==> config.mk <==
export PLATFORM = sky130hd
export DESIGN_NAME = shared_match_req_dispatcher
export DESIGN_NICKNAME = d
export VERILOG_FILES = /design/src/rtl/shared_match_req_dispatcher.sv
export SDC_FILE = /design/constraint.sdc
export NUM_CORES = 1
export LEC_CHECK = 0
export CAP_MARGIN = 30
export CORE_ASPECT_RATIO = 0.8
export CORE_UTILIZATION = 38
export CTS_BUF_LIST = sky130_fd_sc_hd__clkbuf_16
export DETAILED_ROUTE_END_ITERATION = 16
export GPL_ROUTABILITY_DRIVEN = 0
export PLACE_DENSITY_LB_ADDON = 0.3
export SLEW_MARGIN = 10
export SYNTH_ARGS = -nofsm -noshare
export SYNTH_HDL_FRONTEND = slang
export SYNTH_SLANG_ARGS = --single-unit
==> constraint.sdc <==
create_clock -name clk -period 8.3 [get_ports clk]
set_input_delay 1.66 -clock clk [delete_from_list [all_inputs] [get_ports clk]]
set_output_delay 1.66 -clock clk [all_outputs]
set_load 0.1 [all_outputs]
==> src/rtl/shared_match_req_dispatcher.sv <==
// Routes match requests to the owning shared match PE slice over the mesh and returns responses.
// Optional DISPATCH_PERF_CNT_EN adds request and stall performance counters.
module shared_match_req_dispatcher #(
  parameter int ADDR_WIDTH       = 24,
  parameter int TAG_BITS         = 6,
  parameter int MATCH_LEN_WIDTH  = 6,
  parameter int MESH_W           = 64,
  parameter int MESH_X_SIZE_LOG2 = 2,
  parameter int MESH_Y_SIZE_LOG2 = 2,
  parameter int SLICE_SIZE_LOG2  = 16,
  parameter int NUM_SLICE_LOG2   = 3,
  parameter int MESH_Y_BASE      = 2,
  parameter int MAX_OUTSTANDING  = 8
) (
  input  logic                        clk,
  input  logic                        rst,
  input  logic                        match_req_valid,
  output logic                        match_req_ready,
  input  logic [ADDR_WIDTH-1:0]       match_req_head_addr,
  input  logic [ADDR_WIDTH-1:0]       match_req_history_addr,
  input  logic [TAG_BITS-1:0]         match_req_tag,
  output logic                        to_mesh_valid,
  input  logic                        to_mesh_ready,
  output logic [MESH_X_SIZE_LOG2-1:0] to_mesh_x_dst,
  output logic [MESH_Y_SIZE_LOG2-1:0] to_mesh_y_dst,
  output logic [MESH_W-1:0]           to_mesh_payload,
  input  logic                        from_mesh_valid,
  output logic                        from_mesh_ready,
  input  logic [MESH_W-1:0]           from_mesh_payload,
  output logic                        match_resp_valid,
  input  logic                        match_resp_ready,
  output logic [TAG_BITS-1:0]         match_resp_tag,
  output logic [MATCH_LEN_WIDTH-1:0]  match_resp_match_len,
  output logic [7:0]                  outstanding,
  output logic                        err_underflow
`ifdef DISPATCH_PERF_CNT_EN
  ,
  output logic [31:0]                 perf_req_cnt,
  output logic [31:0]                 perf_stall_cnt
`endif
);

  localparam logic [7:0] MAX_OUT = 8'(MAX_OUTSTANDING);

  logic [NUM_SLICE_LOG2-1:0]   slice_idx;
  logic [31:0]                 idx_ext;
  logic [31:0]                 y_sum;
  logic [MESH_X_SIZE_LOG2-1:0] x_next;
  logic [MESH_Y_SIZE_LOG2-1:0] y_next;
  logic [MESH_W-1:0]           req_flit;
  logic                        out_free;
  logic                        req_accept;
  logic                        resp_hs;
  logic                        unused_bits;

  assign slice_idx = match_req_history_addr[SLICE_SIZE_LOG2 +: NUM_SLICE_LOG2];
  assign idx_ext   = 32'(slice_idx);
  assign x_next    = idx_ext[MESH_X_SIZE_LOG2-1:0];
  // Row offset wraps modulo the mesh height.
  assign y_sum     = 32'(MESH_Y_BASE) + (idx_ext >> MESH_X_SIZE_LOG2);
  assign y_next    = y_sum[MESH_Y_SIZE_LOG2-1:0];

  always_comb begin
    req_flit = '0;
    req_flit[ADDR_WIDTH-1:0]             = match_req_head_addr;
    req_flit[ADDR_WIDTH +: ADDR_WIDTH]   = match_req_history_addr;
    req_flit[2*ADDR_WIDTH +: TAG_BITS]   = match_req_tag;
  end

  assign out_free        = !to_mesh_valid || to_mesh_ready;
  assign match_req_ready = out_free && (outstanding < MAX_OUT);
  assign req_accept      = match_req_valid && match_req_ready;
  assign from_mesh_ready = !match_resp_valid || match_resp_ready;
  assign resp_hs         = from_mesh_valid && from_mesh_ready;

  assign unused_bits = ^{from_mesh_payload[MESH_W-1:MATCH_LEN_WIDTH+TAG_BITS],
                         y_sum[31:MESH_Y_SIZE_LOG2]};

  always_ff @(posedge clk) begin
    if (rst) begin
      to_mesh_valid   <= 1'b0;
      to_mesh_x_dst   <= '0;
      to_mesh_y_dst   <= '0;
      to_mesh_payload <= '0;
    end else if (out_free) begin
      to_mesh_valid <= req_accept;
      if (req_accept) begin
        to_mesh_x_dst   <= x_next;
        to_mesh_y_dst   <= y_next;
        to_mesh_payload <= req_flit;
      end
    end
  end

  always_ff @(posedge clk) begin
    if (rst) begin
      match_resp_valid     <= 1'b0;
      match_resp_tag       <= '0;
      match_resp_match_len <= '0;
    end else if (from_mesh_ready) begin
      match_resp_valid <= from_mesh_valid;
      if (from_mesh_valid) begin
        match_resp_tag       <= from_mesh_payload[MATCH_LEN_WIDTH +: TAG_BITS];
        match_resp_match_len <= from_mesh_payload[MATCH_LEN_WIDTH-1:0];
      end
    end
  end

  // A response with no credit in flight is flagged and leaves the counter at zero.
  always_ff @(posedge clk) begin
    if (rst) begin
      outstanding   <= '0;
      err_underflow <= 1'b0;
    end else begin
      case ({req_accept, resp_hs})
        2'b10: outstanding <= outstanding + 8'd1;
        2'b01: begin
          if (outstanding == 8'd0) err_underflow <= 1'b1;
          else                     outstanding   <= outstanding - 8'd1;
        end
        default: outstanding <= outstanding;
      endcase
    end
  end

`ifdef DISPATCH_PERF_CNT_EN
  always_ff @(posedge clk) begin
    if (rst) begin
      perf_req_cnt   <= '0;
      perf_stall_cnt <= '0;
    end else begin
      if (req_accept) perf_req_cnt <= perf_req_cnt + 32'd1;
      if (match_req_valid && !match_req_ready) perf_stall_cnt <= perf_stall_cnt + 32'd1;
    end
  end
`else
  // Performance counters are not built in this configuration.
`endif

endmodule

==> summary.md <==
| Metric | Value |
|---|---|
| Status | finished clean |
| Flops & latches, synth | 78 |
| Tmin final | 5.14 ns |
| Setup TNS | 0 ns |
| Ys Warns | 0 |
| Starting DRC count in detailed routing | 168 |
| Worst slack at placement | 3.03 ns |
| Worst-path fanout max | 3 |
| CTS HTree Levels | 3 |
| Count leader, synth | nand2_1 |
| Worst clock skew | 0.00428 ns |
| Crit-path slowest cell | clkdlybuf4s50_1 |
| Leakage power | 1.90 nW |
| Final period utilization | 61.9% |
| Port bufs | 154 |
| Post-synthesis sequential area ratio | 48.9% |
| CP max stage delay | 1.13 ns |
| CP startpoint kind | input port |
| Highest Clock Rate | 0.195 GHz |
| Worst r2r src | outstanding[3]$_SDFFE_PP0P_ |
| Cell taking the most area after synthesis | dfxtp_1 |
| Chip height | 84.0 µm |
| CP Class | input port to primary output |
| Layout cells sized above 1 | 4.36% |
| ANT cells | 0 |
| Hold slack | 0.451 ns |
| Post-synth EDFFs | 0 |
| Final hold vios | 0 |
| CP dominant cell by count | clkdlybuf4s50_1 |
| Asr flop ratio synth | 0% |
| Netlist cell types | 35 |
| Largest net degree at the start of global routing | 80 |
| Cell family with most CP delay | buffers and inverters |
| R2r setup slk | 4.37 ns |
| Slew Limit Fails | 0 |
| Rel. slew slack | 32.7% |
| Fill cells | 682 |
| Cells on worst reg2reg path | 10 |
| Congestion Overflow GR | 0 |
| Skew-Pair Late Insertion Delay | 0.33 ns |
| Pwr/cell area | 502 mW/mm² |
| Final wirelength | 8900 µm |
| Worst Path Arrival | 3.48 ns |
| # hold bufs at CTS | 0 |
| I/O pin count | 217 |
| CTS resizes | 0 |
| CP Depth | 4 |
| Ys flop type | dfxtp_1 |
| Post-route insts no fill | 658 |
| Max Used Layer | met4 |
| # setup viols final | 0 |
| M1 wire length | 3960 µm |
| Vias per cell | 4.81 |
| ANT nets after route | 0 |
| Inserted Clock Buffers | 9 |
| Number of max-cap violations | 0 |
| Avg WL per Cell | 13.5 µm |
| Area contributors post-synth | dfxtp_1 49%, nand2_1 17%, a21oi_1 12% |
| Min-delay worst type | register to register |
| Final WS setup | 3.16 ns |
| Initial antenna violation count | 0 |
| Die Width | 104 µm |
| Worst Setup EP | match_req_ready |
| Cell Area, Synth | 0.00319 mm² |
| Fin nets | 676 |
| Syn-to-layout area delta | 58.5% |
| Measured slew at the worst slew-check pin | 1.01 ns |
| Crit path from | to_mesh_ready |
| Crit end category | primary output |
| FF-to-FF End | outstanding[6]$_SDFFE_PP0P_ |
| First drt pass iteration count | 5 |
| Syn Inst Count | 406 |
| Synth top area share | 48.9% |
| Cell Rows | 29 |
| RSZ-0062 raised after global routing | false |
| Die footprint | 0.00877 mm² |
| Critical path required time | 6.64 ns |
| Met2 routed WL | 4250 µm |
| DP Wirelength | 6050 µm |
| CTS clk-pin slew, worst paths | 0.06 ns |
| Setup Fix Bufs, Post-CTS | 0 |
| Clock Path Buffers | 2 |
| Crit-path cells | clkdlybuf4s50_1, nor2b_1, nor2_1, clkdlybuf4s50_1 |
| Commonest cells post-synth | 141 x nand2_1, 78 x a21oi_1, 78 x dfxtp_1, 14 x clkbuf_1, 13 x buf_4 |
| Metal3 WL | 618 µm |
| Core area | 0.00802 mm² |
| Cells after DPL | 642 |
| Initial Util | 39.8% |
| CTS tree | yes |
| Residual DRC | 0 |
| Global-route wire length before repair | 14400 µm |
| Root buf cell | clkbuf_16 |
| Max VDD drop | 377 µV |
| Buf/Inv on CP | 2 |
| Post-place instance area | 0.00472 mm² |
| Syn_area_per_cell | 7.86 µm² |
| Via Count | 3164 |
| CTS Sinks | 78 |
| GRT Util Overall | 20.8% |
| Final Cell Area | 0.00506 mm² |
| Vias in the first global route | 2934 |
-- area by class of cell --
cell class                      count  area, µm²  share of cell area, %
Tap cell                          108        135                   2.67
Sequential cell                    78       1560                   30.9
Timing Repair Buffer              156       1550                   30.7
Clock inverter                      7        114                   2.25
Clock buffer                        9        225                   4.45
Inverter                            5       18.8                  0.371
Multi-Input combinational cell    295       1450                   28.7
-- metrics by stage --
| stage | utilization [%] | power (mW) |
|---|---|---|
| floorplan | - | 1.78 |
| global placement | 58.9 | 2.09 |
| detailed placement | 58.9 | 2.11 |
| CTS | 63.1 | 2.56 |
| global route | 63.1 | 2.66 |
| finish | 63.1 | 2.54 |
-- placed cells by master (no fill, tap or decap), types with 2 or more instances in the layout --
master,count
clkdlybuf4s50_1,153
nor2_1,11
o21a_1,2
o21ai_0,6
bufinv_16,3
mux2i_1,2
ha_1,6
a211oi_1,4
a21oi_1,78
buf_4,2
nand2_1,141
nor2b_1,5
nand3_1,4
nand2b_1,2
dfxtp_1,78
clkbuf_16,9
a32o_1,2
nor3_1,6
conb_1,10
inv_1,7
-- registers in the layout (all words and copies together), names as in the netlist --
signal,cells
match_resp_tag,6
to_mesh_valid,1
to_mesh_payload,52
to_mesh_y_dst,2
to_mesh_x_dst,1
match_resp_valid,1
outstanding,8
err_underflow,1
match_resp_match_len,6
-- kinds of logic after synthesis --
| group | synth area share (%) |
|---|---|
| buffers and inverters | 6.86 |
| muxes | 0.980 |
| and+or+nand+nor | 23.1 |
| other | 0.117 |
| adders and majority gates | 2.98 |
| DFF | 48.9 |
| AOI/OAI and AO/OA | 16.7 |
| xor gates and xnor gates | 0.274 |
-- worst register-to-register path: cells and delay by family, from the launching register on --
family / cells / cell delay, ns
simple gates: 5 / 2.37
compound gates: 3 / 0.65
flops: 1 / 0.35
fa+ha+maj: 1 / 0.35
buf+inv: 1 / 0.15
-- power breakdown --
group / total (mW) / switching (mW) / internal [mW]
logic: 1.55 / 1.18 / 0.377
registers: 0.544 / 0.0663 / 0.478
clock network: 0.440 / 0.148 / 0.292
-- layer usage --
| layer | up-vias | GRT usage, % |
|---|---|---|
| met3 | 6 | 6.09 |
| li1 | 1595 | - |
| met1 | 1448 | 25.5 |
| met4 | 0 | 5.45 |
| met5 | - | 0 |
| met2 | 115 | 35.4 |
-- how the worst min path moves through the flow --
stage | startpoint | endpoint | slack, ns | depth (start not counted)
detailed placement | to_mesh_payload[9]$_SDFFE_PP0P_ | to_mesh_payload[9]$_SDFFE_PP0P_ | 0.45 | 2
finish | to_mesh_payload[12]$_SDFFE_PP0P_ | to_mesh_payload[12]$_SDFFE_PP0P_ | 0.45 | 2
global route | match_resp_match_len[4]$_SDFFE_PP0P_ | match_resp_match_len[4]$_SDFFE_PP0P_ | 0.47 | 2
CTS | to_mesh_payload[9]$_SDFFE_PP0P_ | to_mesh_payload[9]$_SDFFE_PP0P_ | 0.45 | 2
global placement | to_mesh_payload[4]$_SDFFE_PP0P_ | to_mesh_payload[4]$_SDFFE_PP0P_ | 0.44 | 2
floorplan | to_mesh_payload[37]$_SDFFE_PP0P_ | to_mesh_payload[37]$_SDFFE_PP0P_ | 0.88 | 2
No activity file was read; power rests on OpenSTA's default activity.
